`src/rtl/score_combo_tracker_pkg.sv`:
```
// Shared game definitions: decoded game-state codes, default combo step and
// score width, used by the scoring stage and the game-state generator.
package score_combo_tracker_pkg;

   localparam logic [1:0] GS_BEGIN = 2'd0;
   localparam logic [1:0] GS_PAUSE = 2'd1;
   localparam logic [1:0] GS_RESET = 2'd2;

   localparam int unsigned COMBO_STEP_DEF = 5;
   localparam int unsigned BCD_DIGITS     = 4;
   localparam int unsigned SCORE_W        = 4 * BCD_DIGITS;

endpackage

```
`src/rtl/score_combo_tracker_bcd_add_sat.sv`:
```
// Combinational BCD adder: score plus a small addend (1 or 2), ripple carry
// per digit, saturating at all-nines when the top digit overflows.
module bcd_add_sat
   import score_combo_tracker_pkg::*;
(
   input  logic [SCORE_W-1:0] a_i,
   input  logic [1:0]         addend_i,
   output logic [SCORE_W-1:0] sum_c
);

   logic [1:0] carry;
   logic [4:0] dig;

   always_comb begin
      carry = addend_i;
      dig   = '0;
      sum_c = '0;
      for (int i = 0; i < int'(BCD_DIGITS); i++) begin
         dig = 5'(a_i[4*i +: 4]) + 5'(carry);
         if (dig > 5'd9) begin
            sum_c[4*i +: 4] = 4'(dig - 5'd10);
            carry           = 2'd1;
         end else begin
            sum_c[4*i +: 4] = dig[3:0];
            carry           = 2'd0;
         end
      end
      // Carry out of the thousands digit means the score would pass 9999.
      if (carry != 2'd0) begin
         sum_c = {BCD_DIGITS{4'h9}};
      end
   end

endmodule

```
`src/rtl/score_combo_tracker.sv`:
```
// Scoring stage: BCD score, current/best hit streak and a one-cycle combo
// pulse every COMBO_STEP consecutive hits.
module score_combo_tracker
   import score_combo_tracker_pkg::*;
#(
   parameter int unsigned COMBO_STEP = COMBO_STEP_DEF,
   parameter int unsigned STREAK_MAX = 99
) (
   input  logic               clk,
   input  logic               rst,
   input  logic [1:0]         game_state,
   input  logic               hit,
   input  logic               miss,
   output logic [SCORE_W-1:0] score_bcd,
   output logic [6:0]         streak,
   output logic [6:0]         best_streak,
   output logic               combo
);

   localparam int unsigned    STEP_W    = (COMBO_STEP > 1) ? $clog2(COMBO_STEP) : 1;
   localparam logic [STEP_W-1:0] STEP_LAST = STEP_W'(COMBO_STEP - 1);
   localparam logic [6:0]     STREAK_TOP = 7'(STREAK_MAX);
   localparam logic [6:0]     BONUS_AT   = 7'(COMBO_STEP);

   logic [SCORE_W-1:0] score_q, score_d;
   logic [6:0]         streak_q, streak_d;
   logic [6:0]         best_q, best_d;
   logic [STEP_W-1:0]  step_q, step_d;
   logic               combo_q, combo_d;

   logic [1:0]         addend;
   logic [SCORE_W-1:0] score_inc_c;

   assign addend = (streak_q >= BONUS_AT) ? 2'd2 : 2'd1;

   bcd_add_sat u_bcd_add_sat (
      .a_i      (score_q),
      .addend_i (addend),
      .sum_c    (score_inc_c)
   );

   // Next-state: RESET clears the run, PAUSE/3 holds, BEGIN scores hits/misses.
   always_comb begin
      score_d  = score_q;
      streak_d = streak_q;
      best_d   = best_q;
      step_d   = step_q;
      combo_d  = 1'b0;
      case (game_state)
         GS_RESET: begin
            score_d  = '0;
            streak_d = '0;
            step_d   = '0;
         end
         GS_BEGIN: begin
            if (miss) begin
               streak_d = '0;
               step_d   = '0;
            end else if (hit) begin
               score_d = score_inc_c;
               if (streak_q != STREAK_TOP) begin
                  streak_d = streak_q + 7'd1;
                  if (step_q == STEP_LAST) begin
                     step_d  = '0;
                     combo_d = 1'b1;
                  end else begin
                     step_d = step_q + STEP_W'(1);
                  end
               end
               if (streak_d > best_q) begin
                  best_d = streak_d;
               end
            end
         end
         default: ;
      endcase
   end

   always_ff @(posedge clk) begin
      if (rst) begin
         score_q  <= '0;
         streak_q <= '0;
         best_q   <= '0;
         step_q   <= '0;
         combo_q  <= 1'b0;
      end else begin
         score_q  <= score_d;
         streak_q <= streak_d;
         best_q   <= best_d;
         step_q   <= step_d;
         combo_q  <= combo_d;
      end
   end

   assign score_bcd   = score_q;
   assign streak      = streak_q;
   assign best_streak = best_q;
   assign combo       = combo_q;

endmodule

```
`config.mk`:
```
export PLATFORM = sky130hd
export DESIGN_NAME = score_combo_tracker
export DESIGN_NICKNAME = d
export VERILOG_FILES = /design/src/rtl/score_combo_tracker_pkg.sv /design/src/rtl/score_combo_tracker_bcd_add_sat.sv /design/src/rtl/score_combo_tracker.sv
export SDC_FILE = /design/constraint.sdc
export NUM_CORES = 1
export LEC_CHECK = 0
export CAP_MARGIN = 10
export CORE_AREA = 2 2 70 72
export CTS_CLUSTER_SIZE = 24
export DETAILED_ROUTE_END_ITERATION = 7
export DIE_AREA = 0 0 72 74
export PLACE_DENSITY = 0.89
export SYNTH_ARGS = -nofsm -noshare
export SYNTH_HDL_FRONTEND = slang
export SYNTH_SLANG_ARGS = --single-unit
```
`constraint.sdc`:
```
create_clock -name clk -period 14.2 [get_ports clk]
set_input_delay 2.13 -clock clk [delete_from_list [all_inputs] [get_ports clk]]
set_output_delay 2.13 -clock clk [all_outputs]
set_load 0.02 [all_outputs]
```
==> impl_metrics.tcl, run 1 <==
set metrics [dict create \
    outcome "finished clean" \
    start_util_pct 53.5 \
    fin_crit_ps 6500 \
    setup_viol 0 \
    cts_tree "yes" \
    cts_setup_buffers 0 \
    critPathCaptureType "flip-flop" \
    rows 25 \
    clkTransAtPathRegs_ps 70 \
    startpoint_type "flip-flop" \
    drt-initial-drc-count 212 \
    utilization_pct 62.8 \
    grt_max_degree 19 \
    drt_pass1_iterations 4 \
    placed_cell_area_mm2 0.00280 \
    yosys_warnings 0 \
    slew_viol_final 0 \
    cts_buffers 5 \
    r2r_slack_ps 7700 \
    synth_xor_area_share_pct 4.27 \
    die_y_um 74 \
    clock_path_buffers 2 \
    drt_wl_total_um 5320 \
    drc 0 \
    ff2ff_path_depth 30 \
    vdd_drop_max_uv 76.0 \
    synth_top_family_by_area "compound AO/OA/AOI/OAI gates" \
    worst_pin_slew_ps 940 \
    synth-edff-count 0 \
    routed_via_density 5.94 \
    synthAdderAreaFrac_pct 12.0 \
    io_pins 37 \
    synth_nets 329 \
    rsz0062_at_grt "false" \
    cp_max_fo 10 \
    h-tree-depth 2 \
    maxSlewHeadroom_pct 37.2 \
    ctsRootBufferMaster "clkbuf_8" \
    tns_ps 0 \
    slowest_stage "fa_1" \
    crit_top_cell "ha_1" \
    cts_sinks 34 \
    gp_congestion 0.852 \
    final_area_mm2 0.00289 \
    ys_seq_area_share_pct 27.7 \
    r2r-end "score_bcd[6]$_SDFFE_PP0P_" \
    vias 2250 \
    wl_per_cell_um 14.0 \
    synth_cells 300 \
    synth-compound-area-share_pct 24.6 \
    cts_repair_resize_count 0 \
    slowest_delay_ps 550 \
    dieWidth_um 72 \
    antenna_cells 0 \
    core_mm2 0.00460 \
    p_leak_uw 0.00109 \
    synth_flop_cell "dfxtp_1" \
    async_flop_share_pct 0 \
    antenna_found_initial 0 \
    grt_overflow 0 \
    min_delay_path_depth 2 \
    skew_ps 2.84 \
    synthSimpleGateAreaFrac_pct 23.7 \
    drtAntennaViolNets 0 \
    grt_pass1_wl_um 8980 \
    die-area_mm2 0.00533 \
    final-hold-violation-count 0 \
    worstPathRequired_ps 14370 \
    period_share_pct 45.8 \
    holdPathEnd "score_bcd[8]$_SDFFE_PP0P_" \
    r2r_start "streak[1]$_SDFFE_PP0P_" \
    maxCapViolations 0 \
    placement.io_buffers 36 \
    critPathArrivalTime_ps 6680 \
    grt_pass1_vias 1981 \
    synth.avg_cell_area_um2 8.20 \
    synth.distinct_cells 53 \
    syn_area_mm2 0.00246 \
    area_growth_pct 17.3 \
    holdBufCountCts 0 \
    synthMuxAreaShare_pct 1.78 \
    drive_gt1_share_pct 7.08 \
    p_per_area_mw_per_mm2 63.9 \
    grt_usage_pct 20.7 \
    criticalPathCategory "flip-flop to flip-flop" \
    fmax_mhz 154 \
    dp_hpwl_um 3850 \
    ys_seq_elements 34 \
    fin_nets 353 \
    n_fill_cell 383 \
    hp-start "score_bcd[8]$_SDFFE_PP0P_" \
    p_total_uw 185 \
    hp-class "flip-flop to flip-flop" \
    clock_latency_ps 280 \
]
-- state kept, by name, indices dropped and copies added, names as in the netlist --
name	flops
score_bcd	16
best_streak	7
streak	7
step_q	3
combo	1
-- cell usage in the layout (no fill, tap or decap), drive strengths merged, types with 5 or more instances in the layout --
cell and n:
nand3 13, dfxtp 34, clkbuf 7, nand2 29, nor2 31, nor3 7
a21oi 15, inv 15, nand4 5, ha 22, a211oi 7, xnor2 10
a31oi 7, o21ai 13, nor4 7, clkdlybuf4s50 36, a22o 14
-- layout make-up --
| type | instances | area, um2 | area share, % |
|---|---|---|---|
| well taps | 54 | 67.6 | 2.34 |
| clock inverters | 1 | 5.00 | 0.173 |
| flip-flops and latches | 34 | 681 | 23.6 |
| multi-input cells | 232 | 1630 | 56.5 |
| clock buffers | 7 | 86.3 | 2.99 |
| inverters | 15 | 56.3 | 1.95 |
| repair buffers | 36 | 360 | 12.5 |
-- worst max path at each step --
stage,startpoint,end,cells past startpoint
after floorplan,streak[1]$_SDFFE_PP0P_,score_bcd[10]$_SDFFE_PP0P_,32
after global placement,streak[1]$_SDFFE_PP0P_,score_bcd[6]$_SDFFE_PP0P_,30
after detailed placement,streak[1]$_SDFFE_PP0P_,score_bcd[6]$_SDFFE_PP0P_,30
after CTS,streak[1]$_SDFFE_PP0P_,score_bcd[6]$_SDFFE_PP0P_,30
after global routing,streak[1]$_SDFFE_PP0P_,score_bcd[6]$_SDFFE_PP0P_,30
final,streak[1]$_SDFFE_PP0P_,score_bcd[6]$_SDFFE_PP0P_,30
-- through the flow --
| step | worst slack [ps] | std cells | hold WS, ps |
|---|---|---|---|
| final | 7700 | 379 | 470 |
| after global routing | 7170 | 379 | 492 |
| after CTS | 7740 | 379 | 473 |
| after detailed placement | 7850 | 371 | 459 |
| after global placement | 8120 | 371 | 448 |
| after floorplan | 8090 | 300 | 438 |
-- power breakdown --
group	switching (uW)	internal (uW)	total (uW)
Sequential	0.698	96.1	96.8
Clock	34.7	39.1	73.8
Combinational	8.24	5.63	13.9
-- critical path: cells and delay by family, from the launching register on --
family | cells | cell delay (ps)
adders and majority gates | 9 | 2750
AOI/OAI and AO/OA | 12 | 1570
and+or+nand+nor | 4 | 950
buffers and inverters | 5 | 670
DFF | 1 | 460
-- metal layers --
layer  part of all wire [%]  GRT usage [%]  up-vias
met2                     47           34.7       54
met5                      0              0        -
met3                    3.6           3.39        8
met1                     48           28.0     1044
met4                    1.1           5.66        0
li1                       -              -     1144
-- logic make-up after synthesis --
| kind of cell | Yosys count |
|---|---|
| mux | 4 |
| compound gates | 83 |
| fa+ha+maj | 23 |
| xor+xnor | 12 |
| flops | 34 |
| simple gates | 110 |
| buf+inv | 34 |
-- synth_stat cells, types with 4 or more instances --
library cell / count / area, um2
ha_1: 22 / 275
nor4_1: 6 / 37.5
nor2_1: 30 / 113
a211oi_2: 4 / 50.1
a21oi_1: 15 / 75.1
a22o_1: 14 / 123
xnor2_1: 10 / 87.6
nand2_1: 29 / 109
nand4_1: 5 / 31.3
nand3b_1: 4 / 30.0
dfxtp_1: 34 / 681
nand3_1: 12 / 60.1
inv_1: 15 / 56.3
o21ai_0: 13 / 65.1
nor3_1: 6 / 30.0
a31oi_1: 7 / 43.8
clkbuf_1: 13 / 48.8
Power figures use the tool's default switching activity.
==> run 2, diff against run 1 <==
==> constraint.sdc (replaced) <==
create_clock -name clk -period 6.21 [get_ports clk]
set_input_delay 0.9315 -clock clk [delete_from_list [all_inputs] [get_ports clk]]
set_output_delay 0.9315 -clock clk [all_outputs]
set_load 0.02 [all_outputs]
==> run 2 against run 1 <==
  * Hold slack worse by 9.1 ps
  * Utilization rose by 1.2 points
  * Critical path type unchanged
  * Non-clock buffer count increased by 5
  * Critical endpoint is now score_bcd[2]$_SDFFE_PP0P_
  * Sequential share of layout area fell by 0.40 points
  * Sequential power grew 130%
  * Routed wire length increased by 6.7%
  * Register-to-register slack got worse by 7300 ps
  * Final cell count is 0.79% higher
==> impl_metrics.tcl, run 2 (synthesis gave the netlist of run 1 again) <==
set metrics [dict create \
    drc 0 \
    utilization_pct 64.0 \
    gp_congestion 0.899 \
    h-tree-depth 2 \
    placement.io_buffers 36 \
    placed_cell_area_mm2 0.00282 \
    r2r_start "streak[1]$_SDFFE_PP0P_" \
    drt-initial-drc-count 216 \
    clock_path_buffers 2 \
    vias 2313 \
    r2r_slack_ps 370 \
    dieWidth_um 72 \
    antenna_found_initial 0 \
    vdd_drop_max_uv 112 \
    outcome "finished clean" \
    criticalPathCategory "flip-flop to flip-flop" \
    rows 25 \
    drtAntennaViolNets 0 \
    dp_hpwl_um 4030 \
    die-area_mm2 0.00533 \
    skew_ps 7.10 \
    setup_viol 0 \
    wl_per_cell_um 14.9 \
    place_inst 374 \
    antenna_cells 0 \
    die_y_um 74 \
    p_per_area_mw_per_mm2 142 \
    grt_overflow 0 \
    cts_tree "yes" \
    cts_sinks 34 \
    largest_register_ff_count 16 \
    worstPathRequired_ps 6440 \
    grt_pass1_wl_um 9310 \
    grt_max_degree 19 \
    crit_top_cell "ha_2" \
    routed_via_density 6.05 \
    holdPathEnd "score_bcd[8]$_SDFFE_PP0P_" \
    critPathCaptureType "flip-flop" \
    p_leak_uw 0.00110 \
    finalNonFillerCells 382 \
    final_common_cell "clkdlybuf4s50_1" \
    fmax_mhz 171 \
    slew_viol_final 0 \
    ctsRootBufferMaster "clkbuf_8" \
    grt_pass1_vias 2087 \
    ff2ff_path_depth 30 \
    grt_usage_pct 21.7 \
    r2r-end "score_bcd[2]$_SDFFE_PP0P_" \
    final-hold-violation-count 0 \
    slowest_stage "fa_2" \
    worst_pin_slew_ps 960 \
    hp-class "flip-flop to flip-flop" \
    clock_latency_ps 280 \
    n_fill_cell 358 \
    core_mm2 0.00460 \
    io_pins 37 \
    drt_pass1_iterations 4 \
    tns_ps 0 \
    fin_crit_ps 5840 \
    drive_gt1_share_pct 10.7 \
    clkTransAtPathRegs_ps 70 \
    hp-start "score_bcd[8]$_SDFFE_PP0P_" \
    slowest_delay_ps 480 \
    final_cell_mix "36 x clkdlybuf4s50_1, 33 x dfxtp_1, 30 x nor2_1" \
    startpoint_type "flip-flop" \
    maxSlewHeadroom_pct 35.9 \
    maxCapViolations 0 \
    final_area_mm2 0.00294 \
    area_growth_pct 19.6 \
    start_util_pct 53.5 \
    fin_nets 358 \
    cts_buffers 5 \
    period_share_pct 94.1 \
    min_delay_path_depth 2 \
    drt_wl_total_um 5680 \
    critPathArrivalTime_ps 6080 \
    cp_max_fo 9 \
    rsz0062_at_grt "false" \
]
-- run 2: critical path: cells and delay by family (launching register included) --
family	cells	cell delay [ps]
fa+ha+maj	9	2390
buf+inv	6	680
compound gates	11	1700
simple gates	4	660
flops	1	390
-- run 2: per-layer routing --
metal | wire length, um | track usage (%) | vias to the layer above
met5 | 0 | 0 | -
met4 | 102 | 8.39 | 0
met3 | 274 | 3.66 | 15
met2 | 2760 | 36.3 | 72
met1 | 2540 | 28.3 | 1076
li1 | - | - | 1150
-- run 2: through the flow --
step                      power, uW  hold WS [ps]  setup WS (ps)
after floorplan                 247           438           97.3
after global placement          257           447            334
after detailed placement        258           453           88.0
after CTS                       419           465           31.7
after global routing            430           487           4.05
final                           419           461            366
-- run 2: final cells by class --
cell class                      instances  area [um2]  share of cell area, %
Clock buffer                            6        82.6                   2.81
Inverter                               15        56.3                   1.91
Multi-Input combinational cell        232        1660                   56.3
Sequential cell                        34         682                   23.2
Tap cell                               54        67.6                   2.30
Timing Repair Buffer                   41         398                   13.5
-- run 2: power by group --
group          internal, uW  switching [uW]  total [uW]
Sequential              220            1.36         221
Clock                  85.6            79.5         165
Combinational          13.4            19.5        32.9
-- run 2: how the worst max path moves through the flow --
stage                      startpoint                          to  cells past startpoint
6_report       streak[1]$_SDFFE_PP0P_   score_bcd[2]$_SDFFE_PP0P_                     30
5_1_grt        streak[1]$_SDFFE_PP0P_   score_bcd[2]$_SDFFE_PP0P_                     31
4_1_cts        streak[1]$_SDFFE_PP0P_   score_bcd[2]$_SDFFE_PP0P_                     31
3_5_place_dp   streak[1]$_SDFFE_PP0P_   score_bcd[2]$_SDFFE_PP0P_                     31
3_3_place_gp   streak[1]$_SDFFE_PP0P_   score_bcd[2]$_SDFFE_PP0P_                     31
2_1_floorplan  streak[1]$_SDFFE_PP0P_  score_bcd[10]$_SDFFE_PP0P_                     32
-- run 2: what timing repair did --
item / CTS / global route
endpoints found under the setup margin: 0 / 15
hold buffers: 0 / 0
setup buffers: 0 / 2
gates resized for setup: 0 / 9
